[config.mk]
export PLATFORM = sky130hd
export DESIGN_NAME = ahb2apb_bridge_gen
export DESIGN_NICKNAME = d
export VERILOG_FILES = /design/src/rtl/ahb_apb_pkg.sv /design/src/rtl/apb_addr_decoder.sv /design/src/rtl/ahb2apb_bridge_gen.sv
export SDC_FILE = /design/constraint.sdc
export NUM_CORES = 1
export LEC_CHECK = 0
export CORE_UTILIZATION = 30
export DETAILED_ROUTE_END_ITERATION = 7
export PLACE_DENSITY_LB_ADDON = 0.08
export SLEW_MARGIN = 30
export SYNTH_ARGS = -nofsm -noshare
export SYNTH_HDL_FRONTEND = slang
export SYNTH_HIERARCHICAL = 1
export SYNTH_SLANG_ARGS = --single-unit
[constraint.sdc]
create_clock -name Hclk -period 6.11 [get_ports Hclk]
set_clock_uncertainty 0.15 [all_clocks]
set_input_delay 0.9165 -clock Hclk [delete_from_list [all_inputs] [get_ports Hclk]]
set_output_delay 0.9165 -clock Hclk [all_outputs]
set_load 0.02 [all_outputs]
[src/rtl/ahb_apb_pkg.sv]
`default_nettype none
// ------------------------------------------------------------------
// ahb_apb_pkg : shared AHB/APB encodings and bridge state type
// Revision: 1.0
// ------------------------------------------------------------------
package ahb_apb_pkg;

  localparam logic [1:0] HTRANS_IDLE   = 2'b00;
  localparam logic [1:0] HTRANS_BUSY   = 2'b01;
  localparam logic [1:0] HTRANS_NONSEQ = 2'b10;
  localparam logic [1:0] HTRANS_SEQ    = 2'b11;

  localparam logic [1:0] HRESP_OKAY    = 2'b00;
  localparam logic [1:0] HRESP_ERROR   = 2'b01;

  typedef enum logic [2:0] {
    ST_IDLE   = 3'd0,
    ST_WWAIT  = 3'd1,
    ST_SETUP  = 3'd2,
    ST_ACCESS = 3'd3,
    ST_ERR1   = 3'd4,
    ST_ERR2   = 3'd5
  } bridge_state_e;

endpackage
`default_nettype wire

[src/rtl/apb_addr_decoder.sv]
`default_nettype none
// ------------------------------------------------------------------
// apb_addr_decoder : maps an AHB address to an APB slave {hit, idx}
// Revision: 1.0
// ------------------------------------------------------------------
module apb_addr_decoder #(
  parameter int                ADDR_W    = 32,
  parameter logic [ADDR_W-1:0] BASE_ADDR = ADDR_W'(32'h8000_0000),
  parameter int                SLV_SHIFT = 12,
  parameter int                NUM_SLV   = 4,
  parameter int                IDX_W     = 2
) (
  input  logic [ADDR_W-1:0] addr,
  output logic              hit,
  output logic [IDX_W-1:0]  idx
);

  logic [ADDR_W-1:0] w_offset;
  logic [ADDR_W-1:0] w_region;

  assign w_offset = addr - BASE_ADDR;
  assign w_region = w_offset >> SLV_SHIFT;
  // Addresses below the base wrap to huge offsets, but are rejected explicitly anyway
  assign hit      = (addr >= BASE_ADDR) && (w_region < ADDR_W'(NUM_SLV));
  assign idx      = w_region[IDX_W-1:0];

endmodule
`default_nettype wire

[src/rtl/ahb2apb_bridge_gen.sv]
`default_nettype none
// ------------------------------------------------------------------
// ahb2apb_bridge_gen : AHB-Lite to APB bridge, N slaves, Pready waits, errors
// Revision: 1.0
// ------------------------------------------------------------------
module ahb2apb_bridge_gen
  import ahb_apb_pkg::*;
#(
  parameter int                ADDR_W    = 32,
  parameter int                DATA_W    = 32,
  parameter int                NUM_SLV   = 4,
  parameter logic [ADDR_W-1:0] BASE_ADDR = ADDR_W'(32'h8000_0000),
  parameter int                SLV_SHIFT = 12,
  parameter int                TIMEOUT   = 16
) (
  input  logic                      Hclk,
  input  logic                      Hresetn,
  input  logic [1:0]                Htrans,
  input  logic                      Hwrite,
  input  logic                      Hreadyin,
  input  logic [ADDR_W-1:0]         Haddr,
  input  logic [DATA_W-1:0]         Hwdata,
  output logic                      Hreadyout,
  output logic [1:0]                Hresp,
  output logic [DATA_W-1:0]         Hrdata,
  output logic [NUM_SLV-1:0]        Pselx,
  output logic                      Penable,
  output logic                      Pwrite,
  output logic [ADDR_W-1:0]         Paddr,
  output logic [DATA_W-1:0]         Pwdata,
  input  logic [NUM_SLV*DATA_W-1:0] Prdata,
  input  logic [NUM_SLV-1:0]        Pready,
  input  logic [NUM_SLV-1:0]        Pslverr
);

  localparam int IDX_W = (NUM_SLV > 1) ? $clog2(NUM_SLV) : 1;
  localparam int CNT_W = (TIMEOUT > 1) ? $clog2(TIMEOUT) : 1;

  bridge_state_e     r_state;
  bridge_state_e     w_next_idle;
  logic [IDX_W-1:0]  r_idx;
  logic [CNT_W-1:0]  r_cnt;
  logic [DATA_W-1:0] r_hrdata;

  logic              w_dec_hit;
  logic [IDX_W-1:0]  w_dec_idx;
  logic              w_accept;
  logic              w_sel_ready;
  logic              w_sel_err;
  logic              w_done;
  logic              w_timeout;
  logic [DATA_W-1:0] w_sel_rdata;

  apb_addr_decoder #(
    .ADDR_W   (ADDR_W),
    .BASE_ADDR(BASE_ADDR),
    .SLV_SHIFT(SLV_SHIFT),
    .NUM_SLV  (NUM_SLV),
    .IDX_W    (IDX_W)
  ) u_decoder (
    .addr(Haddr),
    .hit (w_dec_hit),
    .idx (w_dec_idx)
  );

  assign w_sel_ready = Pready[r_idx];
  assign w_sel_err   = Pslverr[r_idx];
  assign w_sel_rdata = Prdata[r_idx*DATA_W +: DATA_W];
  assign w_done      = (r_state == ST_ACCESS) && w_sel_ready && !w_sel_err;
  assign w_timeout   = (TIMEOUT != 0) && (r_cnt == CNT_W'(TIMEOUT - 1));
  assign w_accept    = Hreadyin && Hreadyout &&
                       ((Htrans == HTRANS_NONSEQ) || (Htrans == HTRANS_SEQ));

  // Completion in ACCESS reports ready in the same cycle so a pipelined
  // next address can be taken without an idle APB cycle.
  always_comb begin
    case (r_state)
      ST_IDLE, ST_ERR2: Hreadyout = 1'b1;
      ST_ACCESS:        Hreadyout = w_done;
      default:          Hreadyout = 1'b0;
    endcase
  end

  assign Hresp  = ((r_state == ST_ERR1) || (r_state == ST_ERR2)) ? HRESP_ERROR : HRESP_OKAY;
  assign Hrdata = (w_done && !Pwrite) ? w_sel_rdata : r_hrdata;

  always_comb begin
    w_next_idle = ST_IDLE;
    if (w_accept) begin
      if (!w_dec_hit)  w_next_idle = ST_ERR1;
      else if (Hwrite) w_next_idle = ST_WWAIT;
      else             w_next_idle = ST_SETUP;
    end
  end

  always_ff @(posedge Hclk or negedge Hresetn) begin
    if (!Hresetn) begin
      r_state  <= ST_IDLE;
      r_idx    <= '0;
      r_cnt    <= '0;
      r_hrdata <= '0;
      Pselx    <= '0;
      Penable  <= 1'b0;
      Pwrite   <= 1'b0;
      Paddr    <= '0;
      Pwdata   <= '0;
    end else begin
      if (w_accept) begin
        Paddr  <= Haddr;
        Pwrite <= Hwrite;
        r_idx  <= w_dec_idx;
      end
      case (r_state)
        ST_WWAIT: begin
          Pwdata  <= Hwdata;
          Pselx   <= NUM_SLV'(1) << r_idx;
          r_state <= ST_SETUP;
        end
        ST_SETUP: begin
          Penable <= 1'b1;
          r_cnt   <= '0;
          r_state <= ST_ACCESS;
        end
        ST_ACCESS: begin
          if (w_sel_ready || w_timeout) begin
            Pselx   <= '0;
            Penable <= 1'b0;
            r_cnt   <= '0;
            if (w_done) begin
              if (!Pwrite) r_hrdata <= w_sel_rdata;
              r_state <= w_next_idle;
            end else begin
              r_state <= ST_ERR1;
            end
          end else begin
            r_cnt <= r_cnt + CNT_W'(1);
          end
        end
        ST_ERR1: r_state <= ST_ERR2;
        default: r_state <= w_next_idle;
      endcase
      // Reads skip WWAIT, so select the slave straight from the accept
      if (w_accept && w_dec_hit && !Hwrite) Pselx <= NUM_SLV'(1) << w_dec_idx;
    end
  end

endmodule
`default_nettype wire

== Yosys cells after proc, flatten, opt, wreduce, memory -nomap -nowiden ==
Cells that the tools add are included.

* Bits in registers: 111
* Bits in latches: 0
* Memory bits (writable): 0
* ROM bits: 0
* Output and inout port bits: 105
* Memories kept: 0

* Add/subtract/negate cells: 2
* $mul: 0
* Divide/modulo/power cells: 0
* Order comparisons: 3
* Eq/ne operators: 10
* Shift operators: 3
* Muxes and demuxes: 20
* Bitwise gates (word level): 1
* Reductions and logical operators: 21

{| class="wikitable"
|+ Operator list
! operator !! count
|-
| $shiftx A128 B8 Y32 || 1
|-
| $ge A32 B32 Y1 const B || 1
|-
| $mux W32 || 1
|-
| $sub A32 B32 Y32 const B || 1
|-
| $lt A20 B3 Y1 const B || 1
|-
| $pmux W4 S2 || 2
|-
| $mux W3 || 4
|-
| $mux W4 || 3
|-
| $pmux W3 S4 || 1
|-
| $logic_and A1 B1 Y1 || 8
|-
| $shl A1 B2 Y4 const A || 2
|-
| $eq A3 B2 Y1 const B || 2
|-
| $eq A3 B3 Y1 const B || 2
|-
| $add A4 B1 Y4 const B || 1
|-
| $bmux W1 S2 || 2
|-
| $eq A2 B2 Y1 const B || 2
|-
| $eq A4 B4 Y1 const B || 1
|-
| $mux W1 || 4
|-
| $pmux W1 S2 || 2
|-
| $reduce_and A2 Y1 || 2
|-
| $reduce_and A4 Y1 || 1
|-
| $eq A3 B1 Y1 const B || 1
|-
| $logic_not A1 Y1 || 3
|-
| $logic_not A3 Y1 || 1
|-
| other kinds (9) || 11
|}

== Longest topological paths before layout ==
Gate-level depths: netlist (run 1).

* Word-level depth: 11
* Mapped depth: 7

== Hierarchy ==
The synthesis (run 1) kept the hierarchy.

{| class="wikitable"
|+ Modules (own cells, without submodules)
! module !! instances !! cells an instance !! area each (um^2)
|-
| ahb2apb_bridge_gen || 1 || 372 || 5662.9
|-
| apb_addr_decoder || 1 || 9 || 57.6
|}

== Worst setup path after synthesis (run 1) ==
OpenSTA, ideal clock, no wires.

* Kind: input port to output port
* Start point: input port Pslverr[3]
* End point: output port Hrdata[0]
* Arrival time: 2.609 ns
* Required time: 5.043 ns
* Setup slack: 2.434 ns
* Cell stages on the path: 5
* Cell sequence: mux4_2 or3b_4 nor2_8 buf_6 mux2_1

* Cells in the longest elaborated chain, start to end: 6

{| class="wikitable"
|+ RTL lines
! element !! RTL line !! source
|-
| start: declaration || ahb2apb_bridge_gen.sv:33 || <nowiki>input logic [NUM_SLV-1:0] Pslverr</nowiki>
|-
| $bmux W1 S2 || ahb2apb_bridge_gen.sv:67 || <nowiki>assign w_sel_err = Pslverr[r_idx];</nowiki>
|-
| $mux W1 (not written as such) || ahb2apb_bridge_gen.sv:67 ||
|-
| $logic_not A1 Y1 || ahb2apb_bridge_gen.sv:69 || <nowiki>assign w_done = (r_state == ST_ACCESS) && w_sel_ready && !w_sel_err;</nowiki>
|-
| $logic_and A1 B1 Y1 || ahb2apb_bridge_gen.sv:69 ||
|-
| $logic_and A1 B1 Y1 || ahb2apb_bridge_gen.sv:85 || <nowiki>assign Hrdata = (w_done && !Pwrite) ? w_sel_rdata : r_hrdata;</nowiki>
|-
| $mux W32 || ahb2apb_bridge_gen.sv:85 ||
|-
| end: declaration || ahb2apb_bridge_gen.sv:25 || <nowiki>output logic [DATA_W-1:0] Hrdata,</nowiki>
|}

Every way passes these cells. The select of a mux whose other input is x is not followed.

== Final worst setup path (run 1) ==
* Start point: input port Pslverr[3]
* End point: output port Hrdata[23]

The elaborated chain is that of the path after synthesis.

==> flow_summary_export.csv, run 1 <==
group,metric,value,unit
synth,ys_async_sr_fraction,100,%
drt,dr_total_vias,4415,
cts,path_clk_slew,80,ps
cts,post-cts-setup-buffer-count,0,
power_and_ir_drop,irDropWorstVdd,0.000247,V
floorplan,dieArea,19600,sq um
synth,ys.flop_type,"dfrtp_1",
grt,gr-total-overflow,0,
cts,cts_resized,0,
floorplan,rows,50,
critical_path,reg2reg_depth,5,
grt,antenna_found_initial,1,
outcome,status,"completed",
min_path,worstHoldPathCells,1,
timing,fin_crit,4780,ps
grt,grt_max_degree,65,
min_path,hp-class,"reg2reg",
final_layout,design_area,9290,sq um
timing,period_share,78.2,%
drt,drc,0,
drt,vias_per_cell,4.80,
final_layout,finalNetCount,886,
synth,yosys_warnings,6,
power_and_ir_drop,p_total,4.43,mW
synth,synth_common_cells,"111 x dfrtp_1, 93 x mux2_1, 39 x mux2_2",
synth,synth.most_common_cell,"dfrtp_1",
power_and_ir_drop,pwr-share-seq,30.7,%
floorplan,fp.coreArea,18700,sq um
critical_path,r2r_start,"r_idx[1]$_DFFE_PN0N_",
cts,tritoncts,"built",
run,cap_violations,0,
placed_design,port_buffers,308,
power_and_ir_drop,p_per_area,476,nW/um^2
timing,rsz0062_at_grt,"false",
critical_path,required,5040,ps
synth,ys_ff_latch,111,
critical_path,start_kind,"input port",
cts,cts.path.max_buffers,2,
power_and_ir_drop,clkPwrFrac,13.3,%
drt,first_pass_iters,4,
drt,drtAntennaViolNets,0,
final_layout,stdcell_count,919,
grt,grt_pass1_vias,4685,
floorplan,die_w,140,microns
drt,drt-total-wl,16200,microns
synth,syn_inst,381,
drt,drt_iter0_drc,170,
timing,max_freq,209,MHz
cts,numCtsBuffers,9,
placed_design,place.gp.congestion,0.748,
power_and_ir_drop,p_int,2.76,mW
critical_path,path_max_fanout,64,
synth,synth_area_leader_cell,"dfrtp_1",
power_and_ir_drop,power.leakage,3.70,nW
placed_design,dpl.cell_count,902,
synth,seq_area_frac_synth,48.6,%
cts,cts_hold_buf,0,
timing,worst_pin_slew,794,ps
synth,syn_avg_cell_area,15.0,sq um
critical_path,worstSetupStartpoint,"Pslverr[3]",
cts,root_buffer,"clkbuf_16",
cts,insertion_delay,350,ps
floorplan,die_h,140,microns
placed_design,hpwl,12200,microns
synth,syn-num-nets,588,
synth,synth_top_area_share,48.6,%
power_and_ir_drop,p_sw,1.67,mW
floorplan,io_pins,311,
cts,cts_sinks,111,
synth,syn-cell-area,5720,sq um
timing,setup_viol,0,
drt,wire_per_inst,17.6,microns
placed_design,placed_area,8980,sq um
power_and_ir_drop,comb_power_share,56.0,%
critical_path,r2r_slack,3090,ps
final_layout,drive_gt1_share,15.1,%
timing,hold_violations,0,
power_and_ir_drop,p_sw_share,37.7,%
final_layout,area_growth,62.4,%
timing,relSlewSlack,47.1,%
floorplan,start_util,30.6,%
min_path,min_from,"r_hrdata[30]$_DFFE_PN0P_",
grt,grtUsageTotal,16.7,%
critical_path,cp.arrival,3710,ps
critical_path,critPathKind,"in2out",
synth,ys_top_cells_by_area,"dfrtp_1 49%, mux2_1 18%, mux4_2 13%, mux2_2 7.7%, buf_6 1.2%",
critical_path,end_kind,"primary output",
cts,cts_max_level,3,
timing,setup_tns,0,ps
timing,maxSlewViolCount,0,
grt,grt_pass1_wl,25500,microns
synth,yosysUniqueCellTypes,46,
synth,synth_edf_count,0,
[per-layer routing]
layer  vias up  part of all wire (%)  global-route usage [%]
met3        15                   7.4                    4.44
li1       2036                     -                       -
met2       179                    50                    29.2
met4         0                   1.8                    6.13
met1      2185                    40                    19.5
met5         -                     0                       0
[metrics by stage]
stage | utilization (%) | hold slack (ps) | setup slack, ps
2_1_floorplan | - | 300 | 2430
3_3_place_gp | 48.0 | 311 | 1300
3_5_place_dp | 48.0 | 319 | 1290
4_1_cts | 49.6 | 336 | 1240
5_1_grt | 49.7 | 350 | 1240
6_report | 49.7 | 332 | 1330
[cell families after synthesis]
family | count (synthesis) | synth area share (%)
buffers and inverters | 29 | 3.11
other | 1 | 0.0656
multiplexers | 170 | 40.1
XOR/XNOR | 2 | 0.306
flip-flops | 111 | 48.6
AO/OA/AOI/OAI | 23 | 3.02
AND/OR/NAND/NOR | 43 | 4.48
adder cells (fa/ha/maj) | 2 | 0.394
[critical path, stage by stage]
cell	delay (ps)
clkdlybuf4s50_1	400
mux4_2	540
or3b_4	470
nor2_8	100
buf_12	290
mux2_1	390
clkdlybuf4s50_1	550
[layout make-up]
class / count / area (sq um)
clock buffers: 10 / 239
multi-input cells: 241 / 2770
fillers: 1603 / 9420
inverters: 3 / 11.3
flip-flops and latches: 111 / 2780
repair buffers: 313 / 3130
clock inverters: 6 / 61.3
diodes: 1 / 2.50
well taps: 234 / 293
[power groups by stage]
stage / logic (mW) / registers [mW] / clock network [mW]
2_1_floorplan: 1.21 / 1.55 / 0
3_3_place_gp: 2.50 / 1.35 / 0
3_5_place_dp: 2.52 / 1.37 / 0
4_1_cts: 2.53 / 1.36 / 0.613
5_1_grt: 2.65 / 1.41 / 0.646
6_report: 2.48 / 1.36 / 0.590
[sequential cells by signal, indices dropped and copies added (netlist names)]
register	cells
Pwdata	32
r_idx	2
Paddr	32
Pselx	4
r_cnt	4
r_state	3
Penable	1
Pwrite	1
r_hrdata	32
[placed cells by master, fill, tap and decap left out, types with 3 or more instances in the layout]
| cell type | netlist | final |
|---|---|---|
| mux4_2 | 34 | 34 |
| o21ai_0 | 6 | 6 |
| mux2_1 | 93 | 93 |
| inv_1 | 3 | 3 |
| nand2b_1 | 5 | 5 |
| nor2_1 | 10 | 9 |
| clkdlybuf4s50_1 | 0 | 307 |
| clkbuf_16 | 0 | 9 |
| buf_4 | 6 | 5 |
| nor3_1 | 3 | 3 |
| mux2i_1 | 4 | 4 |
| nand2_1 | 7 | 7 |
| mux2_2 | 39 | 39 |
| dfrtp_1 | 111 | 109 |
[path summary, 6_finish.rpt]
check | end
setup / recovery | Hrdata[23]
setup reg to reg | Paddr[5]$_DFFE_PN0N_
min in group asynchronous | r_hrdata[9]$_DFFE_PN0P_
max in group asynchronous | r_idx[1]$_DFFE_PN0N_
hold reg to reg | r_hrdata[30]$_DFFE_PN0P_
hold / removal | r_hrdata[30]$_DFFE_PN0P_
Power figures use the tool's default switching activity.
==> run 2, diff against run 1 <==
Clock period 6.11 ns to 4.3 ns, I/O delays scaled along.
==> run 2 against run 1 <==
Non-clock buffer count is 5 higher; worst hold slack worse by 180 ps; core utilization increased by 0.30 points; first-iteration DRC count is 24% lower; critical endpoint is now Hrdata[7]; worst setup slack lost 1200 ps; final cell count up 0.44%.
==> flow_summary_export.csv, run 2 (synthesis results as in run 1) <==
group,metric,value,unit
outcome,status,"completed",
final_layout,final_cell_mix,"307 x clkdlybuf4s50_1, 109 x dfrtp_1, 93 x mux2_1",
placed_design,place_ws,154,ps
cts,path_clk_slew,80,ps
drt,first_pass_iters,4,
power_and_ir_drop,power.leakage,3.73,nW
critical_path,cp.arrival,3340,ps
critical_path,end_kind,"primary output",
drt,wire_per_inst,18.0,microns
cts,tritoncts,"built",
power_and_ir_drop,p_sw_share,38.0,%
critical_path,reg2reg_depth,5,
final_layout,area_growth,63.3,%
timing,setup_viol,0,
final_layout,fillerInstances,1650,
critical_path,cp_slowest_cell,"clkdlybuf4s50_1",
timing,setup_tns,0,ps
placed_design,hpwl,12700,microns
timing,setup_ws,169,ps
critical_path,required,3500,ps
drt,drt_iter0_drc,130,
floorplan,dieArea,19600,sq um
critical_path,critical_path.top_delay_family,"buffers and inverters",
grt,gr-total-overflow,0,
critical_path,worstSetupStartpoint,"Pslverr[3]",
timing,worst_pin_slew,696,ps
critical_path,path_depth,7,
floorplan,rows,50,
critical_path,path_max_fanout,22,
final_layout,seq_area,2780,sq um
timing,relSlewSlack,53.6,%
drt,dr_total_vias,4440,
final_layout,multi_input_area,2770,sq um
floorplan,fp.coreArea,18700,sq um
cts,cts.path.max_buffers,2,
power_and_ir_drop,clkPwrFrac,13.0,%
floorplan,io_pins,311,
run,cap_violations,0,
cts,cts_hold_buf,0,
floorplan,start_util,30.6,%
timing,maxSlewViolCount,0,
timing,rsz0062_at_grt,"false",
critical_path,r2r_start,"r_idx[1]$_DFFE_PN0N_",
critical_path,critPathBufInv,3,
cts,insertion_delay,350,ps
critical_path,start_kind,"input port",
final_layout,finalNetCount,891,
critical_path,r2r-end,"Paddr[5]$_DFFE_PN0N_",
grt,grtUsageTotal,17.1,%
final_layout,antenna_cells,0,
min_path,hp-class,"in2async",
floorplan,die_w,140,microns
drt,drtAntennaViolNets,0,
critical_path,endpoint,"Hrdata[7]",
drt,drt-total-wl,16600,microns
placed_design,placed_area,9060,sq um
cts,cts_max_level,3,
final_layout,top_regs,"Paddr: 32 flops, Pwdata: 32 flops, r_hrdata: 32 flops",
final_layout,design_area,9340,sq um
cts,post-cts-setup-buffer-count,0,
critical_path,cp_common_cell,"clkdlybuf4s50_1",
placed_design,port_buffers,308,
timing,max_freq,242,MHz
critical_path,slowest_delay,570,ps
placed_design,place.gp.congestion,0.773,
power_and_ir_drop,p_per_area,676,nW/um^2
floorplan,die_h,140,microns
power_and_ir_drop,pwr-share-seq,29.8,%
drt,vias_per_cell,4.81,
cts,numCtsBuffers,9,
power_and_ir_drop,irDropWorstVdd,0.000349,V
final_layout,drive_gt1_share,15.5,%
grt,grt_pass1_vias,4823,
critical_path,crit_chain,"clkdlybuf4s50_1, mux4_2, or3b_4, nor2_8, buf_12, mux2_1, clkdlybuf4s50_1",
timing,hold_violations,0,
timing,holdWs,149,ps
final_layout,layout_commonest_cell,"clkdlybuf4s50_1",
grt,grt_pass1_wl,26100,microns
cts,cts_resized,0,
cts,cts_sinks,111,
power_and_ir_drop,p_sw,2.40,mW
critical_path,critPathKind,"in2out",
power_and_ir_drop,p_int,3.92,mW
final_layout,fin_util,50.0,%
power_and_ir_drop,comb_power_share,57.2,%
drt,drc,0,
grt,antenna_found_initial,0,
timing,fin_crit,4130,ps
cts,root_buffer,"clkbuf_16",
critical_path,r2r_slack,1580,ps
timing,period_share,96.1,%
grt,grt_max_degree,74,
==> run 2: changes by cell type in the layout (fill, tap and decap cells not counted) <==
cell / previous run / this run
buf_12: 1 / 4
buf_4: 5 / 6
buf_6: 0 / 1
clkbuf_1: 0 / 1
clkbuf_8: 1 / 0
clkinv_4: 1 / 2
clkinv_8: 1 / 0
dfrtp_2: 1 / 2
dfrtp_4: 1 / 0
diode_2: 1 / 0
==> run 2: power groups by stage <==
stage          Clock, mW  Sequential [mW]  Combinational, mW
3_3_place_gp           0             1.88               3.63
2_1_floorplan          0             2.21               1.72
5_1_grt            0.900             1.96               3.85
6_report           0.819             1.88               3.62
3_5_place_dp           0             1.90               3.67
4_1_cts            0.856             1.89               3.68
==> run 2: worst min-delay path by stage <==
stage                                to  depth (start not counted)
3_3_place_gp   r_hrdata[31]$_DFFE_PN0P_                          1
2_1_floorplan      Paddr[0]$_DFFE_PN0N_                          0
6_report        r_hrdata[9]$_DFFE_PN0P_                          1
4_1_cts         r_hrdata[9]$_DFFE_PN0P_                          1
5_1_grt         r_hrdata[9]$_DFFE_PN0P_                          1
3_5_place_dp   r_hrdata[11]$_DFFE_PN0P_                          1
==> run 2: stage by stage <==
stage	std cells	power, mW
final	923	6.32
after global routing	923	6.71
after CTS	923	6.43
after detailed placement	907	5.57
after global placement	907	5.51
after floorplan	381	3.93
==> run 2: routing by layer <==
metal	up-vias	share of wire, %	GRT usage, %
li1	2052	-	-
met1	2197	38	19.1
met2	173	53	31.1
met3	18	7.9	4.51
met4	0	1.9	5.96
met5	-	0	0
==> run 2: area by class of cell <==
| class | count | share of cell area [%] |
|---|---|---|
| Clock buffer | 10 | 2.45 |
| Timing Repair Buffer | 318 | 34.3 |
| Clock inverter | 6 | 0.576 |
| Sequential cell | 111 | 29.8 |
| Tap cell | 234 | 3.13 |
| Inverter | 3 | 0.121 |
| Multi-Input combinational cell | 241 | 29.6 |
